$ cat config.mk
export PLATFORM = sky130hd
export DESIGN_NAME = fns_enc_4_2_seq_flat
export DESIGN_NICKNAME = d
export VERILOG_FILES = /design/src/rtl/fns_enc_4_2_seq_if.sv /design/src/rtl/fns_enc_4_2_seq.sv /design/src/flat_wrapper.sv
export SDC_FILE = /design/constraint.sdc
export NUM_CORES = 1
export LEC_CHECK = 0
export BUFFER_PORTS_ARGS = -buffer_cell sky130_fd_sc_hd__buf_2
export CAP_MARGIN = 5
export CORE_MARGIN = 2
export CORE_UTILIZATION = 40
export CTS_CLUSTER_DIAMETER = 80
export CTS_CLUSTER_SIZE = 8
export DETAILED_ROUTE_END_ITERATION = 10
export PLACE_DENSITY = 0.6
export SLEW_MARGIN = 20
export SYNTH_ARGS = -nofsm -noshare
export SYNTH_HDL_FRONTEND = slang
export SYNTH_SLANG_ARGS = --single-unit
export TNS_END_PERCENT = 100
$ cat constraint.sdc
create_clock -name clk -period 2.9 [get_ports clk]
set_input_delay 0.29 -clock clk [delete_from_list [all_inputs] [get_ports clk]]
set_output_delay 0.29 -clock clk [all_outputs]
set_load 0.1 [all_outputs]
$ cat src/rtl/fns_enc_4_2_seq_if.sv
// Handshake bundle between a data source, the FNS encoder and the 6-wire
// group decoder downstream.
//
// Handshake rule for both sides: a transfer happens on a rising clk edge
// where valid and ready are both 1. A source holds valid and its payload
// stable until that edge. A sink may raise or drop ready at any time.
//
// Signals:
//   data_in   binary word to encode         (source -> encoder)
//   in_valid  data_in valid                 (source -> encoder)
//   in_ready  encoder can accept data       (encoder -> source)
//   codeout   6-bit codeword, wire 5 = MSB  (encoder -> sink)
//   enc_err   word not representable        (encoder -> sink)
//   out_valid codeout/enc_err valid         (encoder -> sink)
//   out_ready sink accepts the codeword     (sink -> encoder)
// Modports: slave = encoder side, master = bench/system side.
interface fns_enc_4_2_seq_if #(
  parameter int DATA_W = 4
);
  logic [DATA_W-1:0] data_in;
  logic              in_valid;
  logic              in_ready;
  logic [5:0]        codeout;
  logic              out_valid;
  logic              out_ready;
  logic              enc_err;

  modport slave (
    input  data_in, in_valid, out_ready,
    output in_ready, codeout, out_valid, enc_err
  );

  modport master (
    output data_in, in_valid, out_ready,
    input  in_ready, codeout, out_valid, enc_err
  );
endinterface

$ cat src/rtl/fns_enc_4_2_seq.sv
// Sequential Fibonacci-numeral-system encoder for one 6-wire
// crosstalk-avoidance group. Greedy encoding, one wire per clock, wire 5
// first. Disabled wires are skipped and driven 0.
//
// Ports:
//   clk        clock
//   rst_n      asynchronous active-low reset
//   bus        handshake bundle (slave modport): data_in/in_valid/in_ready,
//              codeout/enc_err/out_valid/out_ready
//   en_flag    per-wire enable, [5:0] = wires 5..0
//   FNS03..06  programmable weights of wires 2..5 (wires 0,1 weigh 1)
//   fsm_state  debug view of the FSM state (0=IDLE, 1=ENC, 2=HOLD)
module fns_enc_4_2_seq #(
  parameter int DATA_W = 4,
  parameter int WW     = 4
) (
  input  logic                 clk,
  input  logic                 rst_n,
  fns_enc_4_2_seq_if.slave     bus,
  input  logic [5:0]           en_flag,
  input  logic [WW-1:0]        FNS03,
  input  logic [WW-1:0]        FNS04,
  input  logic [WW-1:0]        FNS05,
  input  logic [WW-1:0]        FNS06,
  output logic [1:0]           fsm_state
);

  typedef enum logic [1:0] {
    IDLE = 2'd0,
    ENC  = 2'd1,
    HOLD = 2'd2
  } state_t;

  state_t state, state_next;

  // Shadow copies taken at acceptance so the word in flight is immune to
  // later changes of enables or weights.
  logic [5:0]    en_s;
  logic [WW-1:0] w2_s, w3_s, w4_s, w5_s;

  logic [WW-1:0]     rem;
  logic [2:0]        idx;
  logic [5:0]        code_sr;
  logic [5:0]        codeout_r;
  logic              enc_err_r;
  logic              out_valid_r;
  logic [DATA_W-1:0] data_w;

  logic [WW-1:0] w_sel;
  logic          bit_cur;
  logic [WW-1:0] rem_next;
  logic [5:0]    code_next;

  assign data_w        = bus.data_in;
  assign bus.in_ready  = (state == IDLE);
  assign bus.codeout   = codeout_r;
  assign bus.enc_err   = enc_err_r;
  assign bus.out_valid = out_valid_r;
  assign fsm_state     = state;

  // Weight of the wire currently being decided.
  always_comb begin
    w_sel = WW'(1);
    case (idx)
      3'd2:    w_sel = w2_s;
      3'd3:    w_sel = w3_s;
      3'd4:    w_sel = w4_s;
      3'd5:    w_sel = w5_s;
      default: w_sel = WW'(1);
    endcase
  end

  // Greedy step. A zero weight on an enabled wire always sets the bit and
  // leaves the remainder untouched, which falls out of the unsigned compare.
  always_comb begin
    bit_cur        = en_s[idx] && (rem >= w_sel);
    rem_next       = bit_cur ? (rem - w_sel) : rem;
    code_next      = code_sr;
    code_next[idx] = bit_cur;
  end

  always_comb begin
    state_next = state;
    case (state)
      IDLE:    if (bus.in_valid)  state_next = ENC;
      ENC:     if (idx == 3'd0)   state_next = HOLD;
      HOLD:    if (bus.out_ready) state_next = IDLE;
      default: state_next = IDLE;
    endcase
  end

  always_ff @(posedge clk or negedge rst_n) begin
    if (!rst_n) state <= IDLE;
    else        state <= state_next;
  end

  always_ff @(posedge clk or negedge rst_n) begin
    if (!rst_n) begin
      rem         <= '0;
      idx         <= '0;
      code_sr     <= '0;
      en_s        <= '0;
      w2_s        <= '0;
      w3_s        <= '0;
      w4_s        <= '0;
      w5_s        <= '0;
      codeout_r   <= '0;
      enc_err_r   <= 1'b0;
      out_valid_r <= 1'b0;
    end else begin
      case (state)
        IDLE: begin
          if (bus.in_valid) begin
            rem     <= WW'(data_w);
            en_s    <= en_flag;
            w2_s    <= FNS03;
            w3_s    <= FNS04;
            w4_s    <= FNS05;
            w5_s    <= FNS06;
            idx     <= 3'd5;
            code_sr <= '0;
          end
        end
        ENC: begin
          rem     <= rem_next;
          code_sr <= code_next;
          if (idx == 3'd0) begin
            // Whole word is only ever published here, never partially.
            codeout_r   <= code_next;
            enc_err_r   <= (rem_next != '0);
            out_valid_r <= 1'b1;
          end else begin
            idx <= idx - 3'd1;
          end
        end
        HOLD: begin
          if (bus.out_ready) out_valid_r <= 1'b0;
        end
        default: ;
      endcase
    end
  end

endmodule

$ cat src/flat_wrapper.sv
// flat-port wrapper written by rule: the top's interface ports become plain ports
module fns_enc_4_2_seq_flat 
#(
  parameter int DATA_W = 4,
  parameter int WW     = 4
)
  (clk, rst_n, en_flag, FNS03, FNS04, FNS05, FNS06, fsm_state, bus_data_in, bus_in_valid, bus_out_ready, bus_in_ready, bus_codeout, bus_out_valid, bus_enc_err);
  fns_enc_4_2_seq_if #(.DATA_W(DATA_W)) bus_i ();
  input  logic clk;
  input  logic rst_n;
  input  logic [5:0] en_flag;
  input  logic [WW-1:0] FNS03;
  input  logic [WW-1:0] FNS04;
  input  logic [WW-1:0] FNS05;
  input  logic [WW-1:0] FNS06;
  output logic [1:0] fsm_state;
  input wire logic [$bits(bus_i.data_in)-1:0] bus_data_in;
  input wire logic [$bits(bus_i.in_valid)-1:0] bus_in_valid;
  input wire logic [$bits(bus_i.out_ready)-1:0] bus_out_ready;
  output wire logic [$bits(bus_i.in_ready)-1:0] bus_in_ready;
  output wire logic [$bits(bus_i.codeout)-1:0] bus_codeout;
  output wire logic [$bits(bus_i.out_valid)-1:0] bus_out_valid;
  output wire logic [$bits(bus_i.enc_err)-1:0] bus_enc_err;
  assign bus_i.data_in = bus_data_in;
  assign bus_i.in_valid = bus_in_valid;
  assign bus_i.out_ready = bus_out_ready;
  assign bus_in_ready = bus_i.in_ready;
  assign bus_codeout = bus_i.codeout;
  assign bus_out_valid = bus_i.out_valid;
  assign bus_enc_err = bus_i.enc_err;
  fns_enc_4_2_seq #(.DATA_W(DATA_W), .WW(WW)) u_core (.clk(clk), .rst_n(rst_n), .bus(bus_i), .en_flag(en_flag), .FNS03(FNS03), .FNS04(FNS04), .FNS05(FNS05), .FNS06(FNS06), .fsm_state(fsm_state));
endmodule
==> metrics.cfg <==
[logic_synthesis]
synth_top_area_cell=dfrtp_1
synthArstFlopShare=1.000
synth_flop_cell=dfrtp_1
synth.avg_cell_area_um2=8.909
synth.distinct_cells=41
synth_fp_nets=298
syn_inst=258
yosys_register_bits=45
yosys-top-cells-area=dfrtp_1 (49%), nand2_1 (14%), ha_1 (4.9%)
synth_top_area_frac=0.4899
synth_edf_count=0
synthTopCellsByCount=nand2_1 (86), dfrtp_1 (45), a21oi_1 (16), nor2_1 (16), o21ai_0 (13)
synth_warnings=0
netlist_area_um2=2298
synth.most_common_cell=nand2_1
ys_seq_area_frac=0.4899

[routing]
drc=0
first_iter_violations=89
avgRoutedWirePerCell_um=13.39
final_antenna_net_count=0
drt_wl_total_um=5006
dr_total_vias=1850
via_per_inst=4.947
drt_first_pass_iters=4

[clock_tree]
clock-sinks=45
clk_pin_slew_ns=0.08
numCtsBuffers=5
cts.path.max_buffers=2
cts-root-buf=clkbuf_8
clock_latency_ns=0.29
cts_tree=yes
cts_max_level=2

[setup_path]
cp.required_ns=3.09
critPathMaxStageDelay_ns=0.48
rr_worst_depth=12
path_cells=inv_4 > ha_4 > o21ai_0 > a21oi_1 > a21oi_1 > ha_2 > fa_2 > a21boi_0 > o21ai_1 > o31a_4 > o21ai_2 > a221o_1
cp_slowest_cell=dfrtp_2
r2r_slack_ns=0.19
start_kind=register
r2r_start=u_core.idx[1]$_DFFE_PN0P_
crit_top_cell=a21oi_1
cp-end-kind=register
r2r-end=u_core.rem[1]$_DFFE_PN0P_
startpoint=u_core.idx[1]$_DFFE_PN0P_
path_max_fanout=7
critical_path_class=reg2reg
endpoint=u_core.rem[1]$_DFFE_PN0P_
worstPathArrival_ns=2.89

[floorplanning]
num_io_pins=41
rows=27
die_w_um=79.81
start_util=0.4149
die_area_um2=6369
core-area_um2=5540
die_y_um=79.81

[finish]
synthToLayoutAreaGrowth_pct=19.98
nets=343
multi_input_area_um2=1160
seq_area_um2=1129
layout-drive-gt1-share=0.2483
stdcell_count=374
fillers=554
insertedDiodeCount=0

[global_routing]
grt_overflow=0
grt_max_degree=46
grt_pass1_vias=1866
antenna_found_initial=0
grt_pass1_wl_um=8721
grt_usage=0.1759

[timing]
hold_ws_ns=-0.01312
tightest_slew_ns=0.5596
maxSlewViolCount=0
relSlewSlack=0.6269
min_period_ns=2.709
min_period_over_period=0.9343
skew_ns=0.006894
setup_viol=0
fmax_mhz=369.1
hold_violations=45

[status]
outcome=finished, violations left
violations=negative hold slack

[job]
maxCapViolCount=0

[place]
dp.cells=366
gp_congestion=0.8371
io_buffers=40
dp_hpwl_um=3541

[hold_path]
hp-class=in2async

worst max-delay path: cells and delay by family (launching register included):
family	cells	cell delay, ns
compound gates	8	1.27
flops	1	0.48
fa+ha+maj	3	0.73
buf+inv	1	0.11
through the flow:
stage / utilization / setup TNS (ns) / hold slack (ns) / instance area, um^2 / setup slack, ns
after floorplan: - / 0 / -0.005591 / 2318 / 0.005912
after global placement: 0.4695 / 0 / 0.4448 / 2601 / 0.1332
after detailed placement: 0.4695 / 0 / 0.4561 / 2601 / 0.01761
after CTS: 0.4831 / 0 / 0.1712 / 2676 / 0.05063
after global routing: 0.4977 / -0.02764 / 0.02939 / 2758 / -0.01138
final: 0.4977 / 0 / -0.01312 / 2758 / 0.1907
cells by family after synthesis:
family                     after synthesis  synth area share
AOI/OAI and AO/OA                       56            0.1671
xor gates and xnor gates                 2          0.007623
adders and majority gates               10           0.05770
buffers and inverters                   19           0.03484
DFF                                     45            0.4899
muxes                                    5           0.02178
and+or+nand+nor                        121            0.2210
registers in the layout (all words and copies together) (netlist names), 2 cells and up:
register	cells
u_core.bus.codeout	6
u_core.code_sr	6
u_core.en_s	6
u_core.rem	4
u_core.w2_s	4
u_core.w3_s	4
u_core.w4_s	4
u_core.w5_s	4
u_core.idx	3
u_core.fsm_state	2
area by class of cell:
class                   instances  area share
multi-input cells             194      0.4206
flip-flops and latches         45      0.4093
repair buffers                 49     0.09800
well taps                      72     0.03267
clock buffers                   5     0.02495
inverters                       8     0.01270
clock inverters                 1    0.001815
cells in the final DEF, fill, tap and decap left out, drive strengths merged:
master,Yosys,routed
a22o,3,3
xnor2,1,1
a22oi,4,4
o311ai,1,1
buf,3,49
or3,2,2
or4,1,1
nor2b,2,2
a31oi,2,2
clkbuf,8,5
a21boi,1,1
o21a,1,1
mux2i,5,5
o31ai,3,3
ha,9,9
and2,2,2
a221oi,3,3
a21o,2,2
or2,1,1
fa,1,1
nand2b,5,5
o31a,1,1
o21ai,15,15
dfrtp,45,45
nor2,16,16
a21oi,16,16
inv,8,8
a221o,2,2
nand3,3,3
clkinv,0,1
nor3,2,2
nor4b,1,1
nand2,86,86
o22ai,2,2
xor2,1,1
worst min path at each step:
stage | depth (start not counted) | slack, ns | startpoint | to
final | 1 | -0.01 | rst_n | u_core.bus.codeout[3]$_DFFE_PN0P_
after floorplan | 0 | -0.006 | rst_n | u_core.bus.codeout[0]$_DFFE_PN0P_
after global placement | 2 | 0.44 | u_core.bus.codeout[4]$_DFFE_PN0P_ | u_core.bus.codeout[4]$_DFFE_PN0P_
after detailed placement | 2 | 0.46 | u_core.bus.codeout[4]$_DFFE_PN0P_ | u_core.bus.codeout[4]$_DFFE_PN0P_
after CTS | 3 | 0.17 | FNS04[0] | u_core.w3_s[0]$_DFFE_PN0P_
after global routing | 1 | 0.03 | rst_n | u_core.rem[0]$_DFFE_PN0P_
routing by layer:
layer  up-vias  GRT usage  share of wire
met2        41     0.2874           0.45
met3        10    0.03846          0.038
met4         0    0.04576          0.012
met5         -          0              0
met1       846     0.2372           0.50
li1        953          -              -
repair_timing:
| action | in CTS | in global routing |
|---|---|---|
| endpoints found under the setup margin | 1 | 12 |
| pin swaps | 0 | 3 |
| gates cloned | 0 | 0 |
| resized for setup | 1 | 13 |
| buffers inserted | 0 | 2 |
| hold buffers | 0 | 0 |
Power is not shown: default switching activity piles up to over one toggle a cycle in this logic, so the estimate is an artifact.
